**src/rtl/io_bus_arbiter.sv**
```systemverilog
// io_bus_arbiter
//   Round-robin arbiter sharing one Wishbone-style I/O bridge slave port among
//   NREQ masters. All master-side outputs are registered. A requester that
//   keeps cyc high after its ack (read-modify-write) keeps the grant until it
//   drops cyc.
//
//   Optional build macro IO_ARB_TIMEOUT_EN: adds a WAIT_ACK watchdog that
//   answers with r_err_o and all-ones data after TMO clocks without an ack.
//   Without it r_err_o is tied low and WAIT_ACK waits indefinitely.
//
// Ports
//   clk_i, rst_ni                 clock, asynchronous active-low reset
//   r_cyc_i/r_stb_i/r_we_i        per-requester cycle, strobe, write enable
//   r_sel_i/r_adr_i/r_dat_i       per-requester selects/address/write data (slice k)
//   r_ack_o/r_err_o               one-hot ack / error to the owner
//   r_dat_o                       read data, shared by all requesters
//   m_cyc_o..m_dat_o              bridge request side
//   m_ack_i/m_stall_i/m_dat_i     bridge response side
//   grant_o                       one-hot current owner, 0 when idle
//   busy_o                        arbiter owns the bridge
//
// state     | meaning
// IDLE      | no owner; pick next valid requester round-robin
// WAIT_ACK  | strobe issued to bridge, waiting for ack
// WAIT_NACK | ack/err presented, waiting for owner to drop stb
// HOLD      | owner keeps cyc high between cycles; bus locked to it
module io_bus_arbiter #(
    parameter int NREQ = 4,
    parameter int WID  = 32,
    parameter int TMO  = 1023
) (
    input  logic                   clk_i,
    input  logic                   rst_ni,
    input  logic [NREQ-1:0]        r_cyc_i,
    input  logic [NREQ-1:0]        r_stb_i,
    input  logic [NREQ-1:0]        r_we_i,
    input  logic [NREQ*WID/8-1:0]  r_sel_i,
    input  logic [NREQ*32-1:0]     r_adr_i,
    input  logic [NREQ*WID-1:0]    r_dat_i,
    output logic [NREQ-1:0]        r_ack_o,
    output logic [NREQ-1:0]        r_err_o,
    output logic [WID-1:0]         r_dat_o,
    output logic                   m_cyc_o,
    output logic                   m_stb_o,
    output logic                   m_we_o,
    output logic [WID/8-1:0]       m_sel_o,
    output logic [31:0]            m_adr_o,
    output logic [WID-1:0]         m_dat_o,
    input  logic                   m_ack_i,
    input  logic                   m_stall_i,
    input  logic [WID-1:0]         m_dat_i,
    output logic [NREQ-1:0]        grant_o,
    output logic                   busy_o
);
    localparam int SW = WID / 8;
    localparam int PW = $clog2(NREQ);

    if (NREQ < 2 || NREQ > 8 || TMO < 1) begin : g_bad_param
        $error("io_bus_arbiter: NREQ must be 2..8 and TMO >= 1");
    end

    typedef enum logic [1:0] {IDLE, WAIT_ACK, WAIT_NACK, HOLD} state_t;

    state_t            state_q, state_d;
    logic [PW-1:0]     rr_ptr_q, rr_ptr_d;
    logic [PW-1:0]     g_idx_q, g_idx_d;
    logic [NREQ-1:0]   grant_d, r_ack_d;
    logic              busy_d, m_cyc_d, m_stb_d, m_we_d;
    logic [WID-1:0]    r_dat_d, m_dat_d;
    logic [SW-1:0]     m_sel_d;
    logic [31:0]       m_adr_d;

    logic [NREQ-1:0]   req_vld;
    logic              win_vld;
    logic [PW-1:0]     win_idx, nxt_ptr, ld_idx;
    logic              ld, clr_bus, rel;

`ifdef IO_ARB_TIMEOUT_EN
    localparam int CW = ($clog2(TMO + 1) > 10) ? $clog2(TMO + 1) : 10;
    logic [CW-1:0]     cnt_q, cnt_d;
    logic [NREQ-1:0]   err_q, err_d;
    assign r_err_o = err_q;
`else
    assign r_err_o = '0;
`endif

    assign req_vld = r_cyc_i & r_stb_i;
    assign nxt_ptr = (g_idx_q == PW'(NREQ - 1)) ? '0 : g_idx_q + 1'b1;

    // Walk downward so the last hit is the closest one at/after rr_ptr.
    always_comb begin
        int idx;
        idx     = 0;
        win_vld = 1'b0;
        win_idx = '0;
        for (int i = NREQ - 1; i >= 0; i--) begin
            idx = int'(rr_ptr_q) + i;
            if (idx >= NREQ) idx = idx - NREQ;
            if (req_vld[idx]) begin
                win_vld = 1'b1;
                win_idx = PW'(idx);
            end
        end
    end

    always_comb begin
        state_d  = state_q;
        rr_ptr_d = rr_ptr_q;
        g_idx_d  = g_idx_q;
        grant_d  = grant_o;
        busy_d   = busy_o;
        r_ack_d  = r_ack_o;
        r_dat_d  = r_dat_o;
        m_cyc_d  = m_cyc_o;
        m_stb_d  = m_stb_o;
        m_we_d   = m_we_o;
        m_sel_d  = m_sel_o;
        m_adr_d  = m_adr_o;
        m_dat_d  = m_dat_o;
        ld       = 1'b0;
        ld_idx   = g_idx_q;
        clr_bus  = 1'b0;
        rel      = 1'b0;
`ifdef IO_ARB_TIMEOUT_EN
        err_d    = err_q;
        cnt_d    = '0;
`endif
        case (state_q)
            IDLE: begin
                if (win_vld && !m_ack_i && !m_stall_i) begin
                    g_idx_d = win_idx;
                    grant_d = NREQ'(1) << win_idx;
                    busy_d  = 1'b1;
                    m_cyc_d = 1'b1;
                    m_stb_d = 1'b1;
                    ld      = 1'b1;
                    ld_idx  = win_idx;
                    state_d = WAIT_ACK;
                end
            end
            WAIT_ACK: begin
                // Abort outranks a same-cycle ack.
                if (!r_cyc_i[g_idx_q]) begin
                    rel = 1'b1;
                end else if (m_ack_i) begin
                    r_dat_d = m_dat_i;
                    r_ack_d = grant_o;
                    m_stb_d = 1'b0;
                    state_d = WAIT_NACK;
                end
`ifdef IO_ARB_TIMEOUT_EN
                else if (cnt_q == CW'(TMO)) begin
                    err_d   = grant_o;
                    r_dat_d = '1;
                    clr_bus = 1'b1;
                    state_d = WAIT_NACK;
                end else begin
                    cnt_d = cnt_q + 1'b1;
                end
`endif
            end
            WAIT_NACK: begin
                if (!r_stb_i[g_idx_q]) begin
                    r_ack_d = '0;
                    r_dat_d = '0;
`ifdef IO_ARB_TIMEOUT_EN
                    err_d   = '0;
`endif
                    if (r_cyc_i[g_idx_q]) state_d = HOLD;
                    else                  rel     = 1'b1;
                end
            end
            HOLD: begin
                if (!r_cyc_i[g_idx_q]) begin
                    rel = 1'b1;
                end else if (r_stb_i[g_idx_q]) begin
                    m_cyc_d = 1'b1;
                    m_stb_d = 1'b1;
                    ld      = 1'b1;
                    state_d = WAIT_ACK;
                end
            end
            default: state_d = IDLE;
        endcase

        if (ld) begin
            m_we_d  = r_we_i[ld_idx];
            m_sel_d = r_sel_i[ld_idx*SW +: SW];
            m_adr_d = r_adr_i[ld_idx*32 +: 32];
            m_dat_d = r_dat_i[ld_idx*WID +: WID];
        end
        if (clr_bus || rel) begin
            m_cyc_d = 1'b0;
            m_stb_d = 1'b0;
            m_we_d  = 1'b0;
            m_sel_d = '0;
            m_adr_d = '0;
            m_dat_d = '0;
        end
        if (rel) begin
            grant_d  = '0;
            busy_d   = 1'b0;
            rr_ptr_d = nxt_ptr;
            state_d  = IDLE;
        end
    end

    always_ff @(posedge clk_i or negedge rst_ni) begin
        if (!rst_ni) begin
            state_q  <= IDLE;
            rr_ptr_q <= '0;
            g_idx_q  <= '0;
            grant_o  <= '0;
            busy_o   <= 1'b0;
            r_ack_o  <= '0;
            r_dat_o  <= '0;
            m_cyc_o  <= 1'b0;
            m_stb_o  <= 1'b0;
            m_we_o   <= 1'b0;
            m_sel_o  <= '0;
            m_adr_o  <= '0;
            m_dat_o  <= '0;
`ifdef IO_ARB_TIMEOUT_EN
            err_q    <= '0;
            cnt_q    <= '0;
`endif
        end else begin
            state_q  <= state_d;
            rr_ptr_q <= rr_ptr_d;
            g_idx_q  <= g_idx_d;
            grant_o  <= grant_d;
            busy_o   <= busy_d;
            r_ack_o  <= r_ack_d;
            r_dat_o  <= r_dat_d;
            m_cyc_o  <= m_cyc_d;
            m_stb_o  <= m_stb_d;
            m_we_o   <= m_we_d;
            m_sel_o  <= m_sel_d;
            m_adr_o  <= m_adr_d;
            m_dat_o  <= m_dat_d;
`ifdef IO_ARB_TIMEOUT_EN
            err_q    <= err_d;
            cnt_q    <= cnt_d;
`endif
        end
    end

endmodule

```
**config.mk**
```make
export PLATFORM = sky130hd
export DESIGN_NAME = io_bus_arbiter
export DESIGN_NICKNAME = d
export VERILOG_FILES = /design/src/rtl/io_bus_arbiter.sv
export SDC_FILE = /design/constraint.sdc
export NUM_CORES = 1
export LEC_CHECK = 0
export BUFFER_PORTS_ARGS = -buffer_cell sky130_fd_sc_hd__buf_4
export CAP_MARGIN = 20
export CORE_AREA = 2 2 168 170
export CTS_CLUSTER_DIAMETER = 200
export DETAILED_ROUTE_END_ITERATION = 8
export DIE_AREA = 0 0 170 172
export HOLD_SLACK_MARGIN = 0.15
export PLACE_DENSITY = 0.56
export RECOVER_POWER = 25
export SLEW_MARGIN = 20
export SYNTH_ARGS = -nofsm -noshare
export SYNTH_HDL_FRONTEND = slang
export SYNTH_SLANG_ARGS = --single-unit
```
**constraint.sdc**
```tcl
create_clock -name clk_i -period 3.7 [get_ports clk_i]
set_clock_uncertainty 0.2 [all_clocks]
set_input_delay 0.185 -clock clk_i [delete_from_list [all_inputs] [get_ports clk_i]]
set_output_delay 0.185 -clock clk_i [all_outputs]
set_load 0.1 [all_outputs]
```
==> metrics, run 1 <==
Distinct cells, synth 49; yosys warns 0; die width 170 µm; CTS H-tree depth 4; Mapped Cells 906; largest cells by area after synthesis dfrtp_1 36%, mux2i_1 8.6%, a32o_1 8.4%, a211oi_1 6.4%, nor2b_1 5.7%; TritonCTS Sinks 118; Rows 61; synthesized area 8180 µm²; Post-synth ARST share 100%; die height 172 µm; post-CTS resize count 0; stop err [ERROR RSZ-0060] Max buffer count reached.; GPL Wtd Cong 0.823; Max Buffers Root-to-Sink 2; Seq/Total Area, Yosys 36.1%; cts bufs inserted 17; # port buffers 431; Yosys top cell by area dfrtp_1; Post-synth EDFFs 0; post-synthesis area per instance 9.03 µm²; hold-fix buffers at CTS 328; Synth top area share 36.1%; Initial Util 29.8%; status stopped before the end; Clock Root Buffer clkbuf_16; failing step clock tree synthesis (4_1_cts); post-DP HPWL 25500 µm; top_reg_cell synth dfrtp_1; count leader, synth dfrtp_1; Post-CTS Setup Bufs 0; top cells by count, synth 118 x dfrtp_1, 79 x clkbuf_1, 77 x a21oi_1; Placed Area 11800 µm²; Yosys reg bits 118; IO Pins 436
## stage by stage
step                util, %  setup slack, ns  instances
floorplan                 -            0.764        909
global placement       42.8            0.474       1603
detailed placement     42.8            0.359       1603
## logic make-up after synthesis
| kind of cell | after synthesis | share of synthesized area [%] |
|---|---|---|
| DFF | 118 | 36.1 |
| AOI/OAI and AO/OA | 409 | 34.6 |
| and+or+nand+nor | 184 | 12.5 |
| muxes | 73 | 9.25 |
| other | 1 | 0.0458 |
| adders and majority gates | 6 | 0.917 |
| buffers and inverters | 115 | 6.56 |
==> run 2: changes to the inputs <==
--- a/config.mk
+++ b/config.mk
@@ -7,12 +7,10 @@
 export LEC_CHECK = 0
 export BUFFER_PORTS_ARGS = -buffer_cell sky130_fd_sc_hd__buf_4
 export CAP_MARGIN = 20
-export CORE_AREA = 2 2 168 170
-export CTS_CLUSTER_DIAMETER = 200
+export CORE_AREA = 2 2 169 171
 export DETAILED_ROUTE_END_ITERATION = 8
-export DIE_AREA = 0 0 170 172
-export HOLD_SLACK_MARGIN = 0.15
-export PLACE_DENSITY = 0.56
+export DIE_AREA = 0 0 171 173
+export PLACE_DENSITY_LB_ADDON = 0.15
 export RECOVER_POWER = 25
 export SLEW_MARGIN = 20
 export SYNTH_ARGS = -nofsm -noshare
==> run 2 against run 1 <==
Effect of this change:
- the run now ends clean
- synthesized cell count stayed put
- area after synthesis stayed put
==> metrics, run 2 <==
status finished, final reports clean (was stopped before the end); count leader, synth dfrtp_1 (unchanged); Post-CTS Setup Bufs 0 (unchanged); DR pass1 iterations 5; Yosys top cell by area dfrtp_1 (unchanged); P_int 5100 µW; top cells by count, synth 118 x dfrtp_1, 79 x clkbuf_1, 77 x a21oi_1 (unchanged); post-DP HPWL 25600 µm (was 25500 µm); first-pass GRT wire length 56900 µm; design area 13500 µm²; # port buffers 431 (unchanged); Area growth syn-to-layout 65.4%; Post-route DRC 0; Initial Util 29.6% (was 29.8%); Clk Latency, worst-skew pair 0.42 ns; Post-synth ARST share 100% (unchanged); CP startpoint kind flop; Util after Layout 49.0%; Worst Hold Class in -> reg; clk slew on worst S/H paths 0.07 ns; Distinct cells, synth 49 (unchanged); Nets 1720; WL/cell 21.3 µm; Tmin final 3.44 ns; maximum number of pins on one net before global-route repair 102; number of global-route vias before repair 9859; endpoints failing setup 0; initial DRC count 625; die width 171 µm (was 170 µm); Ant. Diodes 0; Yosys reg bits 118 (unchanged); TritonCTS Sinks 118 (unchanged); Slew Limit Fails 0; Peak VDD IR 0.000431 V; Overflow after GRT 0; via count 9754; Synth top area share 36.1% (unchanged); initial antenna violation count 0; Max Buffers Root-to-Sink 2 (unchanged); r2r setup slk 0.26 ns; CTS H-tree depth 4 (unchanged); Rows 61 (unchanged); Clk pwr share 14.7%; cts bufs inserted 17 (unchanged); layout cells sized above 1 36.1%; Seq/Total Area, Yosys 36.1% (unchanged); slew at the pin closest to its max-slew limit 0.936 ns; RSZ-0062 raised after global routing no; CP required 3.82 ns; synthesized area 8180 µm² (unchanged); most frequent cells in the layout 451 x buf_4, 121 x dlygate4sd3_1, 117 x dfrtp_1, 77 x a21oi_1, 73 x nor2b_1; Mapped Cells 906 (unchanged); Clock Root Buffer clkbuf_16 (unchanged); post-CTS resize count 0 (unchanged); Avg Vias per Cell 5.46; Post-DRT Antenna Nets 0; die height 173 µm (was 172 µm); Flop pwr share 17.1%; Placed Area 11700 µm² (was 11800 µm²); yosys warns 0 (unchanged); switch share 57.5%; WL final 38100 µm; P_leak 0.00629 µW; Crit Path Max Fanout 70; critical path data arrival time 3.56 ns; PwrDens 888 nW/µm²; worst rel slew slack 37.6%; Global Route Usage Sum 24.7%; CP endpoint kind flop; FMAX 290 MHz; final hold violation count 0; Comb pwr share 68.2%; TritonCTS clock tree done; MaxCap Viol Count 0; post-synthesis area per instance 9.03 µm² (unchanged); die area 29600 µm²; Net Switching 6920 µW; IO Pins 436 (unchanged); # fillers 2633; Tot Pwr 12000 µW; biggest regs m_adr_o (32), m_dat_o (32), r_dat_o (32); Post-synth EDFFs 0 (unchanged); Final Cycle Share 93.1%; top_reg_cell synth dfrtp_1 (unchanged); WS Path Type reg -> reg; Core ar. 27600 µm²; most common cell after layout, fill and taps aside buf_4; GPL Wtd Cong 0.852 (was 0.823); largest cells by area after synthesis dfrtp_1 36%, mux2i_1 8.6%, a32o_1 8.4%, a211oi_1 6.4%, nor2b_1 5.7% (unchanged); hold slack final 0.0118 ns; setup TNS 0 ns
run 2: cell counts after synthesis:
Identical to the previous run, type by type.
run 2: logic make-up after synthesis:
family          synth area share, %
other cells                  0.0458
mux                            9.25
compound gates                 34.6
buf+inv                        6.56
fa+ha+maj                     0.917
flops                          36.1
simple gates                   12.5
run 2: final timing paths:
kind | endpoint | startpoint | depth (start not counted)
worst max register to register | m_dat_o[2] | state_q[1] | 8
worst min register to register | m_dat_o[27] | m_dat_o[27] | 1
min in group asynchronous | m_dat_o[14] | rst_ni | 2
worst max-delay path | m_dat_o[2] | state_q[1] | 8
max in group asynchronous | m_adr_o[11] | rst_ni | 3
worst min-delay path | m_dat_o[24] | r_dat_i[88] | 4
run 2: layout make-up:
cell class              instances  area [µm²]  share of cell area [%]
well taps                     378         473                    3.49
clock buffers                  17         425                    3.14
repair buffers                578        4710                    34.8
inverters                       3        11.3                  0.0832
clock inverters                15         179                    1.32
flip-flops and latches        118        2960                    21.8
multi-input cells             676        4780                    35.3
run 2: worst max-delay path, cell delays in order, from the launching register on:
cell and delay [ns]:
dfrtp_1 0.42, inv_1 0.13, ha_1 0.21, or3b_1 0.40, a31o_4 0.23, or4_4 0.91, a21oi_1 0.31, o21ai_1 0.15
a32o_1 0.31
run 2: what timing repair did:
action	4_1_cts	5_1_grt
endpoints found under the setup margin	0	0
hold buffers	121	0
hold endpoints to repair	190	0
run 2: power by group through the flow:
stage	sequential, µW	clock [µW]	combinational, µW
floorplan	5050	0	2960
global route	2120	1870	8640
global placement	2070	0	8060
CTS	2060	1820	8220
detailed placement	2080	0	8100
finish	2060	1770	8200
run 2: through the flow:
step / cells / setup slack, ns
2_1_floorplan: 909 / 0.764
3_3_place_gp: 1632 / 0.349
3_5_place_dp: 1632 / 0.283
4_1_cts: 1785 / 0.279
5_1_grt: 1785 / 0.101
6_report: 1785 / 0.256
run 2: routing by layer:
layer / global-route usage (%) / vias up / share of wire (%)
met2: 41.2 / 420 / 48
li1: - / 4536 / -
met5: 0 / - / 0
met1: 31.6 / 4738 / 43
met4: 8.16 / 0 / 2.6
met3: 5.22 / 60 / 7.2
No activity file was read; power rests on OpenSTA's default activity.
==> run 3: changes to the inputs <==
--- a/config.mk
+++ b/config.mk
@@ -5,11 +5,12 @@
 export SDC_FILE = /design/constraint.sdc
 export NUM_CORES = 1
 export LEC_CHECK = 0
+export ABC_AREA = 1
 export BUFFER_PORTS_ARGS = -buffer_cell sky130_fd_sc_hd__buf_4
 export CAP_MARGIN = 20
-export CORE_AREA = 2 2 169 171
+export CORE_AREA = 2 2 171 173
 export DETAILED_ROUTE_END_ITERATION = 8
-export DIE_AREA = 0 0 171 173
+export DIE_AREA = 0 0 173 175
 export PLACE_DENSITY_LB_ADDON = 0.15
 export RECOVER_POWER = 25
 export SLEW_MARGIN = 20
==> run 3 against run 2 <==
Effect of this change:
- via count increased by 5.5%
- worst hold slack better by 0.023 ns
- worst setup slack got worse by 0.067 ns
- flip-flop and latch count is the same
- critical path type unchanged
- critical endpoint is now m_dat_o[27]
==> metrics, run 3 <==
largest cells by area after synthesis dfrtp_1 40%, nand3_1 29%, nand2_1 18%, buf_2 2.6%, buf_6 2.0% (was dfrtp_1 36%, mux2i_1 8.6%, a32o_1 8.4%, a211oi_1 6.4%, nor2b_1 5.7%); Final Cycle Share 94.9% (was 93.1%); die width 173 µm (was 171 µm); maximum number of pins on one net before global-route repair 140 (was 102); Distinct cells, synth 33 (was 49); most frequent cells in the layout 426 x nand3_1, 403 x buf_4, 358 x nand2_1, 308 x dlygate4sd3_1, 118 x dfrtp_1 (was 451 x buf_4, 121 x dlygate4sd3_1, 117 x dfrtp_1, 77 x a21oi_1, 73 x nor2b_1); WL/cell 16.6 µm (was 21.3 µm); post-DP HPWL 23600 µm (was 25600 µm); CP startpoint kind flop (unchanged); CP endpoint kind flop (unchanged); critical path data arrival time 3.68 ns (was 3.56 ns); Overflow after GRT 0 (unchanged); CP most frequent cell nand2_1; WL final 35800 µm (was 38100 µm); Core ar. 28400 µm² (was 27600 µm²); Tot Pwr 14500 µW (was 12000 µW); # port buffers 431 (unchanged); Rows 62 (was 61); biggest regs m_adr_o (32), m_dat_o (32), r_dat_o (32) (unchanged); clk slew on worst S/H paths 0.07 ns (about the same); Placed Cells incl. Taps 1814 (was 1632); Post-synth EDFFs 0 (unchanged); setup TNS 0 ns (unchanged); GPL Wtd Cong 0.883 (was 0.852); fin worst setup slack 0.189 ns (was 0.256 ns); layout cells sized above 1 25.9% (was 36.1%); worst-path cell chain inv_1, nand2_1, and2_1, nor2_1, nand2_1, nand2_1, nor2_4, inv_4, nand2_4, buf_12, nand3_1, nand3_1, dlygate4sd3_1, nand3_1, nand2_1 (was inv_1, ha_1, or3b_1, a31o_4, or4_4, a21oi_1, o21ai_1, a32o_1); Max Buffers Root-to-Sink 2 (unchanged); top cells by count, synth 426 x nand3_1, 358 x nand2_1, 118 x dfrtp_1 (was 118 x dfrtp_1, 79 x clkbuf_1, 77 x a21oi_1); PwrDens 1010 nW/µm² (was 888 nW/µm²); number of global-route vias before repair 10300 (was 9859); Post-DRT Antenna Nets 0 (unchanged); Seq/Total Area, Yosys 39.7% (was 36.1%); most common cell after layout, fill and taps aside nand3_1 (was buf_4); Final Non-Filler Cells 2156 (was 1785); Clock Root Buffer clkbuf_16 (unchanged); Slew Limit Fails 0 (unchanged); CTS H-tree depth 4 (unchanged); endpoints failing setup 0 (unchanged); yosys warns 0 (unchanged); Setup WS pre-CTS 0.839 ns (was 0.283 ns); CP required 3.86 ns (was 3.82 ns); P_leak 0.00703 µW (was 0.00629 µW); Clk Latency, worst-skew pair 0.42 ns (about the same); Synth top area share 39.7% (was 36.1%); synthesized area 7430 µm² (was 8180 µm²); # fillers 2796 (was 2633); post-CTS resize count 0 (unchanged); die height 175 µm (was 173 µm); FMAX 285 MHz (was 290 MHz); reg2reg start rr_ptr_q[0] (was state_q[1]); status finished, final reports clean (unchanged); slew at the pin closest to its max-slew limit 1.32 ns (was 0.936 ns); DR pass1 iterations 7 (was 5); Yosys top cell by area dfrtp_1 (unchanged); TritonCTS Sinks 118 (unchanged); die area 30300 µm² (was 29600 µm²); cts bufs inserted 17 (unchanged); Setup crit start rr_ptr_q[0] (was state_q[1]); first-pass GRT wire length 55300 µm (was 56900 µm); Post-route DRC 0 (unchanged); Largest stage delay, worst path 0.61 ns (was 0.91 ns); initial antenna violation count 1 (was 0); Post-CTS Setup Bufs 0 (unchanged); WP buf/inv 4 (was 1); IO Pins 436 (unchanged); top_reg_cell synth dfrtp_1 (unchanged); WS Path Type reg -> reg (unchanged); Area growth syn-to-layout 93.4% (was 65.4%); HP Start r_adr_i[87] (was r_dat_i[88]); TritonCTS clock tree done (unchanged); Nets 2083 (was 1720); Tmin final 3.51 ns (was 3.44 ns); post-synthesis area per instance 6.95 µm² (was 9.03 µm²); Post-synth ARST share 100% (unchanged); RSZ-0062 raised after global routing no (unchanged); MaxCap Viol Count 0 (unchanged); Worst Hold Class in -> reg (unchanged); Peak VDD IR 0.000529 V (was 0.000431 V); initial DRC count 496 (was 625); final hold violation count 0 (unchanged); via count 10300 (was 9754); Crit Path Max Fanout 138 (was 70); CP delay by family, top simple AND/OR/NAND/NOR gates (unchanged); count leader, synth nand3_1 (was dfrtp_1); Yosys reg bits 118 (unchanged); Avg Vias per Cell 4.77 (was 5.46); Worst path slowest cell dfrtp_1 (was or4_4); worst rel slew slack 12.3% (was 37.6%); Mapped Cells 1069 (was 906); Initial Util 26.2% (was 29.6%); Global Route Usage Sum 22.8% (was 24.7%)
## run 3: per-stage QoR
| stage | hold slack (ns) | cell area [µm²] | util (%) |
|---|---|---|---|
| after floorplan | -0.311 | 7440 | - |
| after global placement | 0.0776 | 10900 | 38.3 |
| after detailed placement | 0.0719 | 10900 | 38.3 |
| after CTS | 0.00358 | 14500 | 51.1 |
| after global routing | 0.0686 | 14400 | 50.6 |
| final | 0.0343 | 14400 | 50.6 |
## run 3: path summary, 6_finish.rpt
path	end	slack, ns	depth (start not counted)
min in group asynchronous	m_adr_o[8]	0.40	2
worst max register to register	m_dat_o[27]	0.19	15
worst min-delay path	m_adr_o[23]	0.03	5
max in group asynchronous	m_stb_o	1.69	3
worst min register to register	m_dat_o[4]	0.28	2
worst max-delay path	m_dat_o[27]	0.19	15
## run 3: repair_timing
action / CTS / global route
hold buffers: 308 / 0
setup endpoints to repair: 0 / 0
hold endpoints to repair: 149 / 0
## run 3: where the power goes
group	internal [µW]	switching [µW]
logic	3090	7500
clock network	894	707
registers	1920	403
## run 3: logic make-up (layout without fill, tap and decap cells)
| kind of cell | Yosys count | in the layout | synth area share [%] |
|---|---|---|---|
| simple gates | 803 | 803 | 48.4 |
| flops | 118 | 118 | 39.7 |
| fa+ha+maj | 6 | 6 | 1.01 |
| compound gates | 25 | 25 | 2.21 |
| other cells | 1 | 6 | 0.0504 |
| buf+inv | 114 | 812 | 8.35 |
| xor+xnor | 2 | 2 | 0.236 |
## run 3: layout make-up
cell class / count / area (µm²) / area share [%]
multi-input combinational: 840 / 3890 / 27.1
timing repair buffer: 758 / 6400 / 44.5
sequential: 118 / 2950 / 20.5
antenna: 2 / 5.00 / 0.0348
clock buffer: 18 / 439 / 3.06
clock inverter: 14 / 119 / 0.827
tap: 384 / 480 / 3.34
inverter: 22 / 85.1 / 0.592
## run 3: worst min-delay path, delay by kind of cell
kind                   cells  cell delay (ns)
AND/OR/NAND/NOR            4             0.36
buffers and inverters      1             0.08
## run 3: per-layer routing
metal,part of all wire (%),vias to the layer above,wire (µm),global-route usage (%)
met5,0,-,0,0
met4,2.8,0,1010,8.79
met3,6.5,61,2340,5.33
met2,50,412,17900,39.9
met1,41,4857,14500,27.2
li1,-,4958,-,-
